**src/rtl/ram_port_pkg.sv**
```systemverilog
// Shared types and sizing for the two-requester RAM port arbiter.
// Line/beat geometry, sequencer state encoding and the line-to-beat select helper.
package ram_port_pkg;

  localparam int unsigned RAM_ADDR_SIZE   = 13;
  localparam int unsigned RAM_WORD_SIZE   = 16;
  localparam int unsigned CACHE_STR_WIDTH = 64;
  localparam int unsigned BEATS           = CACHE_STR_WIDTH / RAM_WORD_SIZE;
  localparam int unsigned CNT_W           = $clog2(BEATS);

  typedef enum logic [2:0] {
    StIdle,
    StAddr,
    StWbeat,
    StWack,
    StRbeat,
    StDone
  } state_e;

  function automatic logic [RAM_WORD_SIZE-1:0] line_beat(
    input logic [CACHE_STR_WIDTH-1:0] line,
    input logic [CNT_W-1:0]           idx
  );
    return line[RAM_WORD_SIZE*idx +: RAM_WORD_SIZE];
  endfunction

endpackage

```
**src/rtl/ram_burst_seq.sv**
```systemverilog
// Burst sequencer: issues one address strobe, then streams write beats or collects
// read beats into a line, and pulses done for one cycle when the burst finishes.
module ram_burst_seq
  import ram_port_pkg::*;
(
  input  logic                       clk,
  input  logic                       rst,
  input  logic                       start,
  input  logic                       cmd_rnw,
  input  logic [RAM_ADDR_SIZE-1:0]   cmd_addr,
  input  logic [CACHE_STR_WIDTH-1:0] cmd_wdata,
  input  logic [CACHE_STR_WIDTH-1:0] line_wdata,
  input  logic [RAM_WORD_SIZE-1:0]   ram_rdata,
  input  logic                       ram_ack,
  output logic                       idle,
  output logic                       done,
  output logic [CACHE_STR_WIDTH-1:0] line,
  output logic [RAM_ADDR_SIZE-1:0]   ram_addr,
  output logic [RAM_WORD_SIZE-1:0]   ram_wdata,
  output logic                       ram_avalid,
  output logic                       ram_rnw
);

  localparam logic [CNT_W-1:0] LastBeat = CNT_W'(BEATS - 1);

  state_e           state_q;
  logic [CNT_W-1:0] cnt_q;
  logic [CNT_W-1:0] cnt_inc;

  assign cnt_inc = cnt_q + 1'b1;
  assign idle    = (state_q == StIdle);

  always_ff @(posedge clk) begin
    if (rst) begin
      state_q    <= StIdle;
      cnt_q      <= '0;
      done       <= 1'b0;
      line       <= '0;
      ram_addr   <= '0;
      ram_wdata  <= '0;
      ram_avalid <= 1'b0;
      ram_rnw    <= 1'b1;
    end else begin
      unique case (state_q)
        StIdle: begin
          done <= 1'b0;
          if (start) begin
            state_q    <= StAddr;
            cnt_q      <= '0;
            ram_avalid <= 1'b1;
            ram_addr   <= cmd_addr;
            ram_rnw    <= cmd_rnw;
            // Beat 0 comes straight from the request mux so it is on the bus with the strobe.
            if (!cmd_rnw) ram_wdata <= line_beat(cmd_wdata, '0);
          end
        end
        StAddr: begin
          ram_avalid <= 1'b0;
          if (ram_rnw) begin
            state_q <= StRbeat;
          end else begin
            state_q   <= StWbeat;
            cnt_q     <= cnt_inc;
            ram_wdata <= line_beat(line_wdata, cnt_inc);
          end
        end
        StWbeat: begin
          if (cnt_q == LastBeat) begin
            state_q <= StWack;
          end else begin
            cnt_q     <= cnt_inc;
            ram_wdata <= line_beat(line_wdata, cnt_inc);
          end
        end
        StWack: begin
          if (ram_ack) begin
            state_q <= StDone;
            done    <= 1'b1;
          end
        end
        StRbeat: begin
          if (ram_ack) begin
            line[RAM_WORD_SIZE*cnt_q +: RAM_WORD_SIZE] <= ram_rdata;
            cnt_q <= cnt_inc;
            if (cnt_q == LastBeat) begin
              state_q <= StDone;
              done    <= 1'b1;
            end
          end
        end
        StDone: begin
          done    <= 1'b0;
          state_q <= StIdle;
        end
        default: state_q <= StIdle;
      endcase
    end
  end

endmodule

```
**src/rtl/ram_port_arbiter.sv**
```systemverilog
// Two-requester cache-line arbiter for a single 16-bit RAM port.
// Define ARB_ROUND_ROBIN_EN for alternating grant on contention; default is req0 priority.
module ram_port_arbiter
  import ram_port_pkg::*;
(
  input  logic                       ram_clk,
  input  logic                       ram_rst,
  input  logic                       req0_valid,
  input  logic                       req0_rnw,
  input  logic [RAM_ADDR_SIZE-1:0]   req0_addr,
  input  logic [CACHE_STR_WIDTH-1:0] req0_wdata,
  output logic [CACHE_STR_WIDTH-1:0] req0_rdata,
  output logic                       req0_done,
  input  logic                       req1_valid,
  input  logic                       req1_rnw,
  input  logic [RAM_ADDR_SIZE-1:0]   req1_addr,
  input  logic [CACHE_STR_WIDTH-1:0] req1_wdata,
  output logic [CACHE_STR_WIDTH-1:0] req1_rdata,
  output logic                       req1_done,
  output logic [RAM_ADDR_SIZE-1:0]   ram_addr,
  output logic [RAM_WORD_SIZE-1:0]   ram_wdata,
  output logic                       ram_avalid,
  output logic                       ram_rnw,
  input  logic [RAM_WORD_SIZE-1:0]   ram_rdata,
  input  logic                       ram_ack
);

  logic                       seq_idle;
  logic                       seq_done;
  logic [CACHE_STR_WIDTH-1:0] seq_line;
  logic                       grant;
  logic                       sel;
  logic                       cmd_rnw;
  logic [RAM_ADDR_SIZE-1:0]   cmd_addr;
  logic [CACHE_STR_WIDTH-1:0] cmd_wdata;
  logic                       grant_q;
  logic                       rnw_q;
  logic [CACHE_STR_WIDTH-1:0] wdata_q;
  logic [CACHE_STR_WIDTH-1:0] rdata0_q;
  logic [CACHE_STR_WIDTH-1:0] rdata1_q;
  logic                       fin0;
  logic                       fin1;

`ifdef ARB_ROUND_ROBIN_EN
  logic last_grant_q;

  assign sel = (req0_valid && req1_valid) ? ~last_grant_q : req1_valid;

  always_ff @(posedge ram_clk) begin
    if (ram_rst) last_grant_q <= 1'b1;
    else if (grant) last_grant_q <= sel;
  end
`else
  assign sel = ~req0_valid;
`endif

  assign grant     = seq_idle & (req0_valid | req1_valid);
  assign cmd_rnw   = sel ? req1_rnw : req0_rnw;
  assign cmd_addr  = sel ? req1_addr : req0_addr;
  assign cmd_wdata = sel ? req1_wdata : req0_wdata;

  always_ff @(posedge ram_clk) begin
    if (ram_rst) begin
      grant_q  <= 1'b0;
      rnw_q    <= 1'b1;
      wdata_q  <= '0;
      rdata0_q <= '0;
      rdata1_q <= '0;
    end else begin
      if (grant) begin
        grant_q <= sel;
        rnw_q   <= cmd_rnw;
        wdata_q <= cmd_wdata;
      end
      if (fin0) rdata0_q <= seq_line;
      if (fin1) rdata1_q <= seq_line;
    end
  end

  // The finished line is forwarded during the done cycle, then held in the per-port register.
  assign fin0       = seq_done & ~grant_q & rnw_q;
  assign fin1       = seq_done & grant_q & rnw_q;
  assign req0_done  = seq_done & ~grant_q;
  assign req1_done  = seq_done & grant_q;
  assign req0_rdata = fin0 ? seq_line : rdata0_q;
  assign req1_rdata = fin1 ? seq_line : rdata1_q;

  ram_burst_seq u_seq (
    .clk        (ram_clk),
    .rst        (ram_rst),
    .start      (grant),
    .cmd_rnw    (cmd_rnw),
    .cmd_addr   (cmd_addr),
    .cmd_wdata  (cmd_wdata),
    .line_wdata (wdata_q),
    .ram_rdata  (ram_rdata),
    .ram_ack    (ram_ack),
    .idle       (seq_idle),
    .done       (seq_done),
    .line       (seq_line),
    .ram_addr   (ram_addr),
    .ram_wdata  (ram_wdata),
    .ram_avalid (ram_avalid),
    .ram_rnw    (ram_rnw)
  );

endmodule

```
**config.mk**
```make
export PLATFORM = sky130hd
export DESIGN_NAME = ram_port_arbiter
export DESIGN_NICKNAME = d
export VERILOG_FILES = /design/src/rtl/ram_port_pkg.sv /design/src/rtl/ram_burst_seq.sv /design/src/rtl/ram_port_arbiter.sv
export SDC_FILE = /design/constraint.sdc
export NUM_CORES = 1
export LEC_CHECK = 0
export CAP_MARGIN = 20
export CORE_AREA = 3 3 215 217
export DETAILED_ROUTE_END_ITERATION = 6
export DIE_AREA = 0 0 218 220
export SYNTH_ARGS = -nofsm -noshare
export SYNTH_HDL_FRONTEND = slang
export SYNTH_SLANG_ARGS = --single-unit
```
**constraint.sdc**
```tcl
create_clock -name ram_clk -period 1.9 [get_ports ram_clk]
set_input_delay 0.38 -clock ram_clk [delete_from_list [all_inputs] [get_ports ram_clk]]
set_output_delay 0.38 -clock ram_clk [all_outputs]
set_load 0.05 [all_outputs]
```
# After elaboration in Yosys (flattened, before gate mapping)
# Index checks and enable logic that the tools add are counted.
# Widths: inputs -> output; s select.
# totals
register_bits	295
latch_bits	0
mem_bits_rw	0
romBits	0
in_bits	177
out_inout_bits	161
elab_cells	82
mem_count	0
# classes
addsub	2
n_mul	0
n_div	0
magnitude_cmp	0
n_eq_ne	14
n_shift	3
mux	29
bitwise	8
reduce_logical	13
# op_table
op	count
$mux 64	3
$bwmux 64	1
$mux 16	4
$shift 16x34->64 const A	1
$shiftx 16x34->64	1
$shiftx 64x7->16	1
$pmux 16 s3	1
$neg 6->34	1
$mux 3	6
$pmux 3 s5	1
$reduce_and 5->1	3
$mux 13	1
$ne 2x2->1 const B	5
$mux 2	4
$pmux 2 s4	1
$eq 3x2->1 const B	2
$eq 3x3->1 const B	2
$ne 2x1->1 const B	3
$reduce_and 2->1	3
$reduce_bool 3->1	2
$and 1x1->1	5
$mux 1	5
$reduce_and 4->1	1
$reduce_bool 4->1	1
10 further kinds	11

# Depth between registers and ports, before layout
# Gate-level depths: netlist (run 1).
# depth
depth_word	4
depth_mapped	9
ltp_nobuf	6

# By module
# From an unflattened synthesis (run 1), not the netlist that was laid out.
# hier_totals
cells_unflattened	1182
hier_area_um2	12926.1
# modules_own_cells
mod	n_inst	cells_each	area_each_um2	seq_area_each_um2
ram_port_arbiter	1	654	8184.1	3883.7
ram_burst_seq	1	528	4742.0	2021.9

# Least setup slack after synthesis (run 1)
# Ideal clock, no wire load.
# synth_timing
path_type	reg-to-output
from	register, netlist name u_seq.ram_rnw
to	output port req0_rdata[10]
t_arrival_ps	1705
required_time_ps	1520
setup_slack_ps	-185
stages_incl_launch_ff	5
path_buffers	2
cell_sequence	dfxtp_1 nand3b_1 buf_2 buf_2 mux2_1
# synth_rtl
element	line_no	text
end, declared	ram_port_arbiter.sv:12	output logic [CACHE_STR_WIDTH-1:0] req0_rdata,

# Worst setup path in the final report (run 1)
# layout_timing
from	register grant_q
to	output port req0_rdata[20]
# layout_via
elab_chain_len	4
# layout_lines
element	line_no	text
start, declared	ram_port_arbiter.sv:36	logic grant_q;
start signal, assigned	ram_port_arbiter.sv:71	grant_q <= sel;
$not 1->1	ram_port_arbiter.sv:81	assign fin0 = seq_done & ~grant_q & rnw_q;
$and 1x1->1 (2 in a row)	ram_port_arbiter.sv:81	
$mux 64	n/a	
# Every way passes these cells.

==> results of run 1 <==
[layer usage]
layer / global-route usage [%] / up-vias
met5: 0 / -
met3: 4.16 / 60
met2: 29.0 / 377
met4: 4.28 / 0
li1: - / 4946
met1: 20.3 / 4800
[power by group through the flow]
stage / combinational, µW / clock [µW] / sequential (µW)
2_1_floorplan: 1540 / 0 / 7160
3_3_place_gp: 3020 / 0 / 6880
3_5_place_dp: 3050 / 0 / 6890
4_1_cts: 3130 / 6980 / 6760
5_1_grt: 3430 / 7250 / 6800
6_report: 3170 / 6770 / 6770
[flip-flops by register name, summed over array words and instances, names as in the netlist, 2 cells and up]
register,cells
u_seq.line,64
u_seq.cnt_q,2
u_seq.ram_addr,13
u_seq.ram_wdata,16
wdata_q,64
u_seq.state_q,3
rdata1_q,64
rdata0_q,64
[how the worst min path moves through the flow]
| stage | end |
|---|---|
| after detailed placement | u_seq.ram_wdata[4] |
| after floorplan | u_seq.line[10] |
| after global placement | u_seq.ram_wdata[15] |
| after global routing | rdata1_q[44] |
| final | rdata1_q[44] |
| after CTS | rdata1_q[44] |
[critical path: cells and delay by family, from the launching register on]
family | cells | cell delay (ps)
AND/OR/NAND/NOR | 1 | 170
buffers and inverters | 4 | 650
flip-flops | 1 | 330
multiplexers | 1 | 320
[timing repair]
item / 4_1_cts / 5_1_grt
gates cloned: 3 / 9
pin swaps: 0 / 4
endpoints found under the setup margin: 167 / 140
setup buffers: 7 / 10
resized for setup: 260 / 184
endpoints found under the hold margin: 0 / 0
[final cells by class]
class,instances,area [µm²]
multi-input cells,802,6470
well taps,592,741
clock inverters,15,198
flip-flops and latches,294,5900
inverters,5,18.8
clock buffers,43,957
repair buffers,435,5150
fillers,4166,24900
[per-stage QoR]
stage          TNS [ps]  setup WS, ps  hold WS [ps]  util [%]
2_1_floorplan         0          4.40           437         -
3_3_place_gp      -3270          -125           448      37.4
3_5_place_dp      -4540          -123           454      37.4
4_1_cts          -54880          -486           165      42.0
5_1_grt          -59410          -535           192      43.8
6_report         -52660          -484           188      43.8
[kinds of logic (layout without fill, tap and decap cells)]
group                    after synthesis  after routing  share of synthesized area [%]
flip-flops                           294            294                           47.4
multiplexers                         254            254                           23.5
AND/OR/NAND/NOR                      375            375                           15.3
AO/OA/AOI/OAI                        166            166                           8.99
adder cells (fa/ha/maj)                6              6                          0.605
XOR/XNOR                               1              1                          0.131
buffers and inverters                100            498                           4.00
[cells in the final DEF (no fill, tap or decap), drive strengths merged, types with 2 or more instances in the layout]
master	instances
nor3	5
dlygate4sd2	2
or3b	3
nand2	75
dfxtp	294
bufinv	4
ha	6
clkdlybuf4s50	174
inv	6
clkbuf	52
a221o	2
a21oi	69
nand2b	2
nor2b	130
mux4	16
clkinv	7
and2	5
o2bb2ai	16
nor2	83
o311ai	2
clkinvlp	3
mux2	145
buf	250
mux2i	93
a21boi	3
nand3b	2
o21ai	5
nand3	68
a211oi	63
==> results.json, run 1 <==
{
  "status": "complete, but fails checks",
  "violations": "negative setup slack",
  "met3_length_um": 2960,
  "avgSynthCellArea_um2": 10.4,
  "synth_area_um2": 12400,
  "cp_data_arrival_time_ps": 2000,
  "cts_buffer_depth": 3,
  "grt_pass1_vias": 10282,
  "setup_viol": 128,
  "antenna_found_initial": 0,
  "tightest_slew_ps": 517,
  "met1Wirelength_um": 17800,
  "synthMostInstantiatedCell": "dfxtp_1",
  "cts_sinks": 294,
  "wl_per_cell_um": 19.5,
  "crit_path_max_fanout": 8,
  "finalHoldViolations": 0,
  "top_layer_used": "met4",
  "p_clk_share_pct": 40.5,
  "drive_gt1_share_pct": 31.2,
  "h-tree-depth": 2,
  "synthArstFlopShare_pct": 0,
  "ys_top_cells_by_area": "dfxtp_1, mux2_1, mux2i_1",
  "synth_edf_count": 0,
  "cts_tree": "yes",
  "nets": 1757,
  "drc": 0,
  "dieArea_um2": 48000,
  "power.density_nw_per_um2": 860,
  "design.core.area_um2": 44300,
  "critPathMaxStageDelay_ps": 330,
  "grt_use_total_pct": 16.6,
  "finalCritPeriodShare_pct": 125,
  "cp_slowest_cell": "dfxtp_2",
  "cts_root_buf": "clkbuf_16",
  "final_area_um2": 19400,
  "clk_latency_ps": 540,
  "io_pins": 338,
  "wirelength_um": 42600,
  "fin_cells": 2186,
  "r2r-end": "u_seq.ram_wdata[7]",
  "path_clk_slew_ps": 60,
  "required_ps": 1520,
  "hpwl_um": 29800,
  "rows": 77,
  "final_max_slew_viol_count": 0,
  "netlist_top_cells_count": "dfxtp_1, nor2b_1, mux2_1, mux2i_1, nor2_1",
  "die_h_um": 220,
  "ys_seq_area_share_pct": 47.4,
  "power.internal_uw": 12200,
  "io_buffers": 337,
  "slew_headroom_pct": 65.7,
  "critical_path.cell_chain": "nand3b_1, buf_6, buf_12, clkbuf_16, mux2_4, buf_6",
  "worst_slack_ps": -484,
  "p_total_uw": 16700,
  "first_pass_iters": 5,
  "startpoint": "grant_q",
  "vias_per_cell": 4.66,
  "max_cap_violations": 0,
  "overflow": 0,
  "die_w_um": 218,
  "holdPathStages": 2,
  "critPathCapture": "req0_rdata[20]",
  "cpMostUsedCell": "buf_6",
  "num_vias": 10183,
  "ff2ff_path_depth": 7,
  "antenna_left": 0,
  "p_sw_share_pct": 27.3,
  "grt_max_degree": 78,
  "synth.distinct_cells": 46,
  "layout_min_cycle_time_ps": 2380,
  "place.gp.congestion": 0.764,
  "hp-class": "input pin to flop",
  "critPathKind": "flop to output port",
  "synth_top_area_share_pct": 47.4,
  "dp.cells": 2101,
  "rr_startpoint": "u_seq.cnt_q[0]",
  "cp-start-kind": "flop",
  "wl_met2_um": 20800,
  "ys_warn_count": 0,
  "first_iter_violations": 638,
  "ys.flop_type": "dfxtp_1",
  "synth_seq_cells": 294,
  "ctsHoldBuffers": 0,
  "syn-instance-count": 1196,
  "end_kind": "output port",
  "rsz0062_at_grt": "yes",
  "fmax_mhz": 419,
  "place_area_um2": 16600,
  "initial_core_util_pct": 28.0,
  "pwr-share-seq_pct": 40.5,
  "synth_area_leader_cell": "dfxtp_1",
  "ir_worst_vdd_v": 0.000442,
  "pwr-share-comb_pct": 19.0,
  "leakagePower_uw": 0.00816,
  "antenna_cells": 0,
  "synth_nets": 1379,
  "numCtsBuffers": 36,
  "rrSetupSlack_ps": 70,
  "grt_pass1_wl_um": 61300,
  "switching_power_uw": 4560,
  "hp-start": "ram_rst",
  "skew_ps": 18.0,
  "synthToLayoutAreaGrowth_pct": 56.5
}
No activity file was read; power rests on OpenSTA's default activity.
==> inputs of run 2 (changes only) <==
Settings changed: CORE_AREA 3 3 215 217 to 3 3 172 174, DIE_AREA 0 0 218 220 to 0 0 175 177, PLACE_DENSITY set to 0.76.
==> run 2 against run 1 <==
- the run still ends with negative setup slack left
- clock skew fell by 1.8 ps
- setup slack improved by 28 ps
- die area fell by 35%
- routed wire length fell by 6.0%
- total power fell by 5.7%
- critical path depth did not move
- worst hold slack got worse by 86 ps
- combinational power fell by 5%
- critical path type unchanged
- largest cell class unchanged
==> results.json, run 2 (synthesis gave the netlist of run 1 again) <==
{
  "cts_sinks": 294,
  "worst_slack_ps": -456,
  "drive_gt1_share_pct": 29.4,
  "place_area_um2": 16300,
  "ff2ff_path_depth": 6,
  "final_max_slew_viol_count": 0,
  "drc": 0,
  "io_pins": 338,
  "antenna_left": 0,
  "skew_ps": 16.1,
  "dp.cells": 1882,
  "die_w_um": 175,
  "antenna_found_initial": 3,
  "r2r-end": "u_seq.ram_wdata[2]",
  "cp_slowest_cell": "mux2_1",
  "wirelength_um": 40000,
  "cp_data_arrival_time_ps": 1980,
  "overflow": 0,
  "required_ps": 1520,
  "layout_min_cycle_time_ps": 2360,
  "final_area_um2": 18700,
  "end_kind": "output port",
  "grt_max_degree": 75,
  "synthToLayoutAreaGrowth_pct": 50.3,
  "rsz0062_at_grt": "yes",
  "power.density_nw_per_um2": 845,
  "numCtsBuffers": 30,
  "hp-class": "input pin to flop",
  "initial_core_util_pct": 44.5,
  "slew_headroom_pct": 66.0,
  "status": "complete, but fails checks",
  "cts_buffer_depth": 3,
  "cts_tree": "yes",
  "final_cell_mix": "dfxtp_1, clkdlybuf4s50_1, nor2b_1, mux2_4, buf_6",
  "hpwl_um": 27000,
  "first_pass_iters": 6,
  "cp-start-kind": "flop",
  "critPathCapture": "req1_rdata[17]",
  "first_iter_violations": 694,
  "finalCritPeriodShare_pct": 124,
  "h-tree-depth": 1,
  "place.gp.congestion": 0.820,
  "rrSetupSlack_ps": 120,
  "startpoint": "grant_q",
  "dieArea_um2": 31000,
  "tightest_slew_ps": 511,
  "vias_per_cell": 5.27,
  "fmax_mhz": 424,
  "io_buffers": 337,
  "grt_pass1_vias": 10247,
  "finalHoldViolations": 0,
  "fin_cells": 1957,
  "wl_per_cell_um": 20.4,
  "critical_path.cell_chain": "buf_6, nand3_4, buf_12, buf_12, mux2_1, buf_6",
  "fillers": 2086,
  "nets": 1736,
  "critPathMaxStageDelay_ps": 370,
  "rows": 61,
  "path_clk_slew_ps": 70,
  "rr_startpoint": "u_seq.cnt_q[1]",
  "clk_latency_ps": 560,
  "setup_viol": 128,
  "critPathKind": "flop to output port",
  "leakagePower_uw": 0.00794,
  "crit_path_max_fanout": 12,
  "die_h_um": 177,
  "grt_use_total_pct": 23.6,
  "num_vias": 10308,
  "design.core.area_um2": 27900,
  "cts_root_buf": "clkbuf_16",
  "grt_pass1_wl_um": 57800,
  "violations": "negative setup slack",
  "max_cap_violations": 0,
  "ir_worst_vdd_v": 0.000705,
  "final_common_cell": "dfxtp_1"
}
[run 2: through the flow]
stage	hold WS [ps]	power (µW)	setup slack (ps)	utilization, %	TNS, ps
3_5_place_dp	450	9860	-51.3	58.4	-1400
4_1_cts	81.2	15800	-492	64.2	-54450
5_1_grt	100	16400	-511	66.8	-60650
6_report	103	15800	-456	66.8	-52830
2_1_floorplan	437	8690	4.40	-	0
3_3_place_gp	450	9810	-37.4	58.4	-764
[run 2: final cells by class]
cell class	count	area (µm²)	share of cell area, %
diodes	2	5.00	0.0268
clock buffers	46	891	4.78
clock inverters	10	130	0.697
inverters	5	18.8	0.101
multi-input cells	802	6450	34.6
flip-flops and latches	294	5890	31.6
well taps	378	473	2.54
repair buffers	420	4790	25.7
[run 2: per-layer routing]
| layer | up-vias | GRT usage, % | routed length (µm) |
|---|---|---|---|
| met3 | 64 | 5.51 | 2630 |
| met5 | - | 0 | 20 |
| met1 | 4945 | 27.4 | 15700 |
| met4 | 2 | 8.05 | 1350 |
| met2 | 389 | 42.6 | 20300 |
| li1 | 4908 | - | - |
[run 2: critical path: cells and delay by family, from the launching register on]
family,cells,cell delay [ps]
flops,1,330
buf+inv,4,610
mux,1,370
simple gates,1,90
[run 2: timing repair]
| action | 4_1_cts | 5_1_grt |
|---|---|---|
| hold endpoints to repair | 0 | 0 |
| pin swaps | 0 | 0 |
| gates resized for setup | 199 | 189 |
| gates cloned | 3 | 8 |
| buffers inserted | 2 | 5 |
| hold buffers | 0 | 0 |
| setup endpoints to repair | 135 | 137 |
[run 2: worst min path at each step]
stage / from / endpoint / slack [ps] / cells past startpoint
2_1_floorplan: u_seq.line[10] / u_seq.line[10] / 440 / 2
3_3_place_gp: u_seq.ram_wdata[14] / u_seq.ram_wdata[14] / 450 / 1
3_5_place_dp: u_seq.ram_wdata[15] / u_seq.ram_wdata[15] / 450 / 1
4_1_cts: req0_valid / grant_q / 80 / 2
5_1_grt: req0_valid / grant_q / 100 / 2
6_report: req0_valid / grant_q / 100 / 2
[run 2: where the power goes]
group	switching [µW]	internal, µW	leakage, µW	total (µW)
sequential	231	6530	0.00239	6760
clock	2470	3510	0.000496	5980
combinational	1610	1410	0.00506	3020
==> inputs of run 3 (changes only) <==
Settings changed: CAP_MARGIN 20 to 30.
==> results of run 3 <==
No change in the layout: final DEF, timing and power equal those of run 2.
